**src/rtl/fetch_unit_rv32i_pkg.sv**
```systemverilog
// Shared types and constants for the RV32I instruction-fetch front end.
package fetch_pkg;

    localparam int unsigned XLEN = 32;

    localparam logic [XLEN-1:0] RESET_PC_DEFAULT = 32'h0000_0000;

    // Canonical NOP (addi x0, x0, 0) for downstream bubble insertion.
    localparam logic [XLEN-1:0] INST_NOP = 32'h0000_0013;

    // REQ: request driven, WAIT: accepted and awaiting response,
    // HOLD: instruction presented to decode, DROP: squash next response.
    typedef enum logic [1:0] {
        REQ  = 2'd0,
        WAIT = 2'd1,
        HOLD = 2'd2,
        DROP = 2'd3
    } fetch_state_e;

endpackage

```
**src/rtl/fetch_unit_rv32i_if.sv**
```systemverilog
// Instruction-memory bus: valid/ready request channel plus valid-only response.
interface fetch_unit_rv32i_if;
    import fetch_pkg::*;

    logic            imem_req_valid;
    logic            imem_req_ready;
    logic [XLEN-1:0] imem_req_addr;
    logic            imem_rsp_valid;
    logic [XLEN-1:0] imem_rsp_data;

    // Fetch unit side.
    modport master (
        output imem_req_valid,
        output imem_req_addr,
        input  imem_req_ready,
        input  imem_rsp_valid,
        input  imem_rsp_data
    );

    // Instruction memory side.
    modport slave (
        input  imem_req_valid,
        input  imem_req_addr,
        output imem_req_ready,
        output imem_rsp_valid,
        output imem_rsp_data
    );

endinterface

```
**src/rtl/fetch_unit_rv32i.sv**
```systemverilog
// RV32I fetch front end: owns the PC, keeps one request outstanding to
// instruction memory, and presents each returned word to decode.
module fetch_unit_rv32i
    import fetch_pkg::*;
#(
    parameter logic [XLEN-1:0] RESET_PC = RESET_PC_DEFAULT
) (
    input  logic                clk,
    input  logic                rst,

    input  logic                redirect_valid,
    input  logic [XLEN-1:0]     redirect_pc,

    fetch_unit_rv32i_if.master  imem,

    output logic                inst_valid,
    input  logic                inst_ready,
    output logic [XLEN-1:0]     inst_data,
    output logic [XLEN-1:0]     inst_pc,
    output logic [XLEN-1:0]     inst_pc_plus4,
    output logic                misalign_err
);

    fetch_state_e    state;
    logic [XLEN-1:0] pc;
    logic [XLEN-1:0] pc_plus4;
    logic [XLEN-1:0] redirect_target;
    logic            req_fire;

    // Wraps naturally at 2^32.
    assign pc_plus4        = pc + 32'd4;
    assign redirect_target = {redirect_pc[XLEN-1:2], 2'b00};

    // Request side depends only on registered state; rst masks it during reset.
    assign imem.imem_req_valid = (state == REQ) && !rst;
    assign imem.imem_req_addr  = pc;
    assign req_fire            = imem.imem_req_valid && imem.imem_req_ready;

    // Fetch FSM, PC and the registered decode-side outputs.
    always_ff @(posedge clk) begin
        if (rst) begin
            state         <= REQ;
            pc            <= RESET_PC;
            inst_valid    <= 1'b0;
            inst_data     <= '0;
            inst_pc       <= RESET_PC;
            inst_pc_plus4 <= RESET_PC + 32'd4;
            misalign_err  <= 1'b0;
        end else begin
            misalign_err <= redirect_valid && (redirect_pc[1:0] != 2'b00);

            if (redirect_valid) begin
                pc <= redirect_target;
                unique case (state)
                    // An accepted request must have its response squashed.
                    REQ:  state <= req_fire ? DROP : REQ;
                    // A response in the same cycle is the one being squashed.
                    WAIT: state <= imem.imem_rsp_valid ? REQ : DROP;
                    HOLD: begin
                        inst_valid <= 1'b0;
                        state      <= REQ;
                    end
                    // If the squashed response lands now, there is nothing left
                    // to drop; waiting longer would stall forever.
                    DROP: state <= imem.imem_rsp_valid ? REQ : DROP;
                    default: state <= REQ;
                endcase
            end else begin
                unique case (state)
                    REQ: begin
                        if (req_fire) begin
                            state <= WAIT;
                        end
                    end
                    WAIT: begin
                        if (imem.imem_rsp_valid) begin
                            inst_data     <= imem.imem_rsp_data;
                            inst_pc       <= pc;
                            inst_pc_plus4 <= pc_plus4;
                            inst_valid    <= 1'b1;
                            state         <= HOLD;
                        end
                    end
                    HOLD: begin
                        if (inst_ready) begin
                            pc         <= pc_plus4;
                            inst_valid <= 1'b0;
                            state      <= REQ;
                        end
                    end
                    DROP: begin
                        if (imem.imem_rsp_valid) begin
                            state <= REQ;
                        end
                    end
                    default: state <= REQ;
                endcase
            end
        end
    end

endmodule
```
**src/flat_wrapper.sv**
```systemverilog
// flat-port wrapper written by rule: the top's interface ports become plain ports
module fetch_unit_rv32i_flat import fetch_pkg::*;
#(
    parameter logic [XLEN-1:0] RESET_PC = RESET_PC_DEFAULT
)
  (clk, rst, redirect_valid, redirect_pc, inst_valid, inst_ready, inst_data, inst_pc, inst_pc_plus4, misalign_err, imem_imem_req_valid, imem_imem_req_addr, imem_imem_req_ready, imem_imem_rsp_valid, imem_imem_rsp_data);
  fetch_unit_rv32i_if imem_i ();
  input  logic clk;
  input  logic rst;
  input  logic redirect_valid;
  input  logic [XLEN-1:0] redirect_pc;
  output logic inst_valid;
  input  logic inst_ready;
  output logic [XLEN-1:0] inst_data;
  output logic [XLEN-1:0] inst_pc;
  output logic [XLEN-1:0] inst_pc_plus4;
  output logic misalign_err;
  output wire logic [$bits(imem_i.imem_req_valid)-1:0] imem_imem_req_valid;
  output wire logic [$bits(imem_i.imem_req_addr)-1:0] imem_imem_req_addr;
  input wire logic [$bits(imem_i.imem_req_ready)-1:0] imem_imem_req_ready;
  input wire logic [$bits(imem_i.imem_rsp_valid)-1:0] imem_imem_rsp_valid;
  input wire logic [$bits(imem_i.imem_rsp_data)-1:0] imem_imem_rsp_data;
  assign imem_imem_req_valid = imem_i.imem_req_valid;
  assign imem_imem_req_addr = imem_i.imem_req_addr;
  assign imem_i.imem_req_ready = imem_imem_req_ready;
  assign imem_i.imem_rsp_valid = imem_imem_rsp_valid;
  assign imem_i.imem_rsp_data = imem_imem_rsp_data;
  fetch_unit_rv32i #(.RESET_PC(RESET_PC)) u_core (.clk(clk), .rst(rst), .redirect_valid(redirect_valid), .redirect_pc(redirect_pc), .imem(imem_i), .inst_valid(inst_valid), .inst_ready(inst_ready), .inst_data(inst_data), .inst_pc(inst_pc), .inst_pc_plus4(inst_pc_plus4), .misalign_err(misalign_err));
endmodule
```
**config.mk**
```make
export PLATFORM = sky130hd
export DESIGN_NAME = fetch_unit_rv32i_flat
export DESIGN_NICKNAME = d
export VERILOG_FILES = /design/src/rtl/fetch_unit_rv32i_pkg.sv /design/src/rtl/fetch_unit_rv32i_if.sv /design/src/rtl/fetch_unit_rv32i.sv /design/src/flat_wrapper.sv
export SDC_FILE = /design/constraint.sdc
export NUM_CORES = 1
export LEC_CHECK = 0
export ABC_AREA = 1
export CAP_MARGIN = 20
export CORE_MARGIN = 3
export CORE_UTILIZATION = 49
export DETAILED_ROUTE_END_ITERATION = 8
export PLACE_DENSITY = 0.86
export SYNTH_ARGS = -nofsm -noshare
export SYNTH_HDL_FRONTEND = slang
export SYNTH_SLANG_ARGS = --single-unit
```
**constraint.sdc**
```tcl
create_clock -name clk -period 2.4 [get_ports clk]
set_clock_uncertainty 0.05 [all_clocks]
set_input_delay 0.48 -clock clk [delete_from_list [all_inputs] [get_ports clk]]
set_output_delay 0.48 -clock clk [all_outputs]
set_load 0.005 [all_outputs]
```
* After elaboration in Yosys (flattened, before gate mapping)
Cells that the tools add are included.
** Storage, ports and cells
- Flip-flop bits (word level) :: 132
- Memory bits (writable) :: 0
- Memory bits (read-only) :: 0
- Word-level logic and storage cells :: 51
- Memories :: 0
- Output and inout bits :: 131
- Latch bits :: 0
- Input port bits :: 70
** Operators by class
- Reduce and logical (&&, ||, !) cells :: 16
- Add/sub/neg operators :: 1
- Multiplexer cells :: 17
- Divide/modulo/power cells :: 0
- Shift-type cells :: 0
- Equality and inequality tests :: 8
- Bitwise operators :: 1
- Multiply operators :: 0
- Order comparisons :: 0
** Operators by type and width (count)
- two-way mux 32 bit :: 3
- adder 32 x 3 -> 32 bit (second input constant) :: 1
- two-way mux 2 bit :: 7
- != test 3 bit (second input constant) :: 3
- case mux 2 bit (4 select lines) :: 1
- AND reduction 4 bit :: 2
- nonzero test 2 bit :: 4
- case mux 2 bit (3 select lines) :: 1
- equality test 2 bit (second input constant) :: 2
- two-way mux 1 bit :: 4
- AND reduction 2 bit :: 2
- OR reduction 2 bit :: 2
- logical AND 1 bit :: 3
- != test 3 x 2 -> 1 bit (second input constant) :: 1
- AND reduction 3 bit :: 1
- equality test 2 x 1 -> 1 bit (second input constant) :: 1
- zero test 2 bit :: 1
- != test 2 x 1 -> 1 bit (second input constant) :: 1
- case mux 1 bit (2 select lines) :: 1
- zero test 1 bit :: 1
- inverter 1 bit :: 1

* Logic depth before layout (Yosys ltp)
- Word-level depth :: 6
- Depth in mapped cells :: 11
- Mapped depth without buffers :: 10

* Worst setup path before layout
No wires, ideal clock.
- Kind :: flip-flop to flip-flop
- From :: register u_core.state[0]
- To :: register u_core.pc[31], in the netlist u_core.imem.imem_req_addr[31]
- Path buffers :: 1
- Required time :: 2.231 ns
- Library setup time :: 0.119 ns
- Clock period less this slack :: 1.603 ns
- Arrival :: 1.434 ns
- Cell stages (with the launch flop) :: 9
- Setup slack :: 0.797 ns
- Cell sequence :: dfxtp_1 -> inv_1 -> ha_1 -> inv_1 -> o21ai_1 -> inv_2 -> clkbuf_1 -> a21oi_1 -> a21oi_1
** On the way
- Longest elaborated chain between the ends :: 3
** Ends and longest elaborated chain
- start: declaration :: RTL line fetch_unit_rv32i.sv:24 : fetch_state_e state;
- start signal: assignment :: RTL line fetch_unit_rv32i.sv:56 : REQ: state <= req_fire ? DROP : REQ;
- start signal: assignment :: RTL line fetch_unit_rv32i.sv:58 : WAIT: state <= imem.imem_rsp_valid ? REQ : DROP;
- start signal: assignment :: RTL line fetch_unit_rv32i.sv:65 : DROP: state <= imem.imem_rsp_valid ? REQ : DROP;
- equality test 2 bit :: RTL line fetch_unit_rv32i.sv:69 : unique case (state)
- nonzero test 2 bit (no line)
- AND reduction 2 bit (no line)
- end signal: assignment :: RTL line fetch_unit_rv32i.sv:53 : pc <= redirect_target;
- end signal: assignment :: RTL line fetch_unit_rv32i.sv:86 : pc <= pc_plus4;
- end: declaration :: RTL line fetch_unit_rv32i.sv:25 : logic [XLEN-1:0] pc;
Every way passes these cells.
A chain may end at the register's enable or synchronous reset.

* Worst setup path after layout
- From :: register u_core.state[1]
- To :: output imem_imem_req_valid
** On the way
- Longest elaborated chain between the ends :: 2
** Ends and longest elaborated chain
- zero test 2 bit :: RTL line fetch_unit_rv32i.sv:35 : assign imem.imem_req_valid = (state == REQ) && !rst;
- logical AND 1 bit :: RTL line fetch_unit_rv32i.sv:35
- end: declaration :: RTL line flat_wrapper.sv:18 : output wire logic [$bits(imem_i.imem_req_valid)-1:0] imem_imem_req_valid;
Every way passes these cells.

==> impl_metrics.tcl <==
set metrics [dict create \
    status "finished, final reports clean" \
    io_buffer_count 194 \
    ir_drop_v 0.000640 \
    p_leak_nw 3.50 \
    ant_nets 0 \
    critPathCaptureType "primary output" \
    clock-sinks 126 \
    power_density_mw_per_mm2 767 \
    p_int_w 0.00464 \
    dpl.hpwl_mm 11.9 \
    antenna_cells 0 \
    ys.flop_type "dfxtp_1" \
    synthCells 782 \
    drcViolationCount 0 \
    pwr-share-comb 0.195 \
    critPathArrivalTime_ps 1700 \
    cap_violations 0 \
    synth-edff-count 0 \
    hold_buffers 0 \
    die_h_um 113 \
    final_nets 1038 \
    path_delay_family "buffers and inverters" \
    dr.pass1.iters 6 \
    ff2ff_setup_slack_ps 510 \
    p_total_w 0.00635 \
    worst_pin_slew_ps 576 \
    crit_cells 5 \
    floorplan.initialDensity 0.512 \
    dr_total_vias 5765 \
    power_frac_clock 0.413 \
    syn_area_sq_mm 0.00565 \
    sequentialPowerShare 0.392 \
    fin_crit_sh 0.931 \
    grt_max_degree 78 \
    setup_viol 0 \
    cts_resized 0 \
    syn_to_final_growth_pct 46.6 \
    fmax_mhz 448 \
    criticalPathCategory "flip-flop to primary output" \
    wirelength_mm 17.2 \
    r2r_cells 10 \
    wire_per_inst_um 15.4 \
    fin_setup_tns_ps 0 \
    cp_num_buf_inv 3 \
    drtIter0Drc 425 \
    grtUsageTotal 0.268 \
    switching_share 0.270 \
    async_flop_share 0 \
    drive_above_1_share 0.0697 \
    slowest_stage "clkdlybuf4s50_1" \
    hold_viol_final 0 \
    p_sw_w 0.00172 \
    h-tree-depth 4 \
    core_region_area_sq_mm 0.0110 \
    clockRootBuffer "clkbuf_16" \
    crit_top_cell "inv_1" \
    layout_common_cells "194 x clkdlybuf4s50_1, 141 x nor2_1, 126 x dfxtp_1" \
    path_cells "inv_1, ha_1, inv_1, nor2_1, clkdlybuf4s50_1" \
    rsz0062_at_grt "no" \
    slew_violations 0 \
    viasPerCell 5.17 \
    grt_overflow 0 \
    avgSynthCellArea_sq_um 7.23 \
    final_core_util 0.751 \
    cts_setup_buffers 0 \
    tritoncts "yes" \
    min_period_ps 2230 \
    min_path_cells 2 \
    yosysSeqAreaShare 0.446 \
    rows 38 \
    io_pins 201 \
    grt_pass1_wl_mm 28.0 \
    clk_path_buf_depth 2 \
    slew_headroom 0.615 \
    gp_congestion 0.871 \
    worstSkewPairLatency_ps 400 \
    antenna_found_initial 0 \
    die_w_um 113 \
    yosys_warnings 0 \
    critical_path.max_fanout 4 \
    clk_pin_slew_ps 60 \
    synth_cell_types 31 \
    grt_pass1_vias 5773 \
    crit_path_start_kind "flip-flop" \
    dieArea_sq_mm 0.0129 \
    holdCritPathClass "flip-flop to flip-flop" \
    final_common_cell "clkdlybuf4s50_1" \
    synth_seq_cells 126 \
    cpPeakStageDelay_ps 520 \
    cts_buffers 17 \
    required_ps 1870 \
]
[cells by family after synthesis]
kind of cell,Yosys count,share of synthesized area
XOR/XNOR,15,0.0259
other,1,0.000664
AND/OR/NAND/NOR,305,0.225
flip-flops,126,0.446
adder cells (fa/ha/maj),6,0.0133
buffers and inverters,106,0.0784
AO/OA/AOI/OAI,223,0.210
[routing by layer]
metal | vias up | routed length, um | GRT usage
met5 | - | 0 | 0
met4 | 0 | 247 | 0.0841
met3 | 19 | 1830 | 0.109
met2 | 241 | 8260 | 0.459
met1 | 2616 | 6810 | 0.308
li1 | 2889 | - | -
[registers in the layout (all words and copies together) (netlist names)]
signal and flops:
u_core.imem.imem_req_addr 30, u_core.inst_pc_plus4 30, u_core.misalign_err 1, u_core.inst_pc 30
u_core.state 2, u_core.inst_valid 1, u_core.inst_data 32
[worst reg2reg max path: stages, from the launching register on]
cell and delay, ps:
dfxtp_1 450, ha_1 250, nand2_1 70, nor2_1 200, nand2_2 150, nor2_4 230, nand2_1 80, nand2_1 60
nand2_1 60, o21bai_1 120, inv_1 60
[power groups by stage]
stage | sequential, W | clock (W) | combinational [W]
floorplan | 0.00251 | 0 | 0.000554
global route | 0.00252 | 0.00274 | 0.00138
finish | 0.00249 | 0.00262 | 0.00124
global placement | 0.00253 | 0 | 0.00121
detailed placement | 0.00253 | 0 | 0.00123
CTS | 0.00249 | 0.00264 | 0.00124
[metrics by stage]
step	hold WS (ps)	area [sq um]	instances	setup slack, ps
2_1_floorplan	400	5670	787	797
3_3_place_gp	398	7680	1083	324
3_5_place_dp	403	7680	1083	295
4_1_cts	413	8290	1115	158
5_1_grt	423	8290	1115	74.4
6_report	408	8290	1115	166
[layout make-up]
class | instances | area (sq um)
clock inverters | 12 | 163
clock buffers | 20 | 447
flip-flops and latches | 126 | 2520
repair buffers | 207 | 2060
multi-input cells | 555 | 2710
well taps | 140 | 175
fillers | 864 | 2740
inverters | 55 | 206
[final timing paths]
check,startpoint,endpoint
max,u_core.state[1],imem_imem_req_valid
min,u_core.inst_valid,u_core.inst_valid
max reg2reg,u_core.imem.imem_req_addr[3],u_core.inst_pc_plus4[22]
min reg2reg,u_core.inst_valid,u_core.inst_valid
[synthesized netlist by cell type (2+ instances only)]
master    number  area share
a21o_1         3      0.0040
nand2_2        5      0.0055
xor2_1        10       0.015
inv_1         52       0.035
nor2_2         4      0.0044
xnor2_1        3      0.0046
nand2_1      121       0.080
inv_2          3      0.0020
o21bai_1      19       0.025
nor3_1         2      0.0018
nor2_1       141       0.094
clkbuf_1      30       0.020
nand3_1       18       0.016
o21ai_0      119        0.11
nand3b_1       4      0.0053
o21ai_1        3      0.0027
buf_2         12       0.011
a31oi_1        2      0.0022
dfxtp_1      126        0.45
buf_4          8       0.011
a21oi_1       72       0.064
nor2_4         7       0.014
o21a_1         4      0.0053
xor2_2         2      0.0058
ha_1           6       0.013
Note: power is estimated with default switching activity, not from simulation.
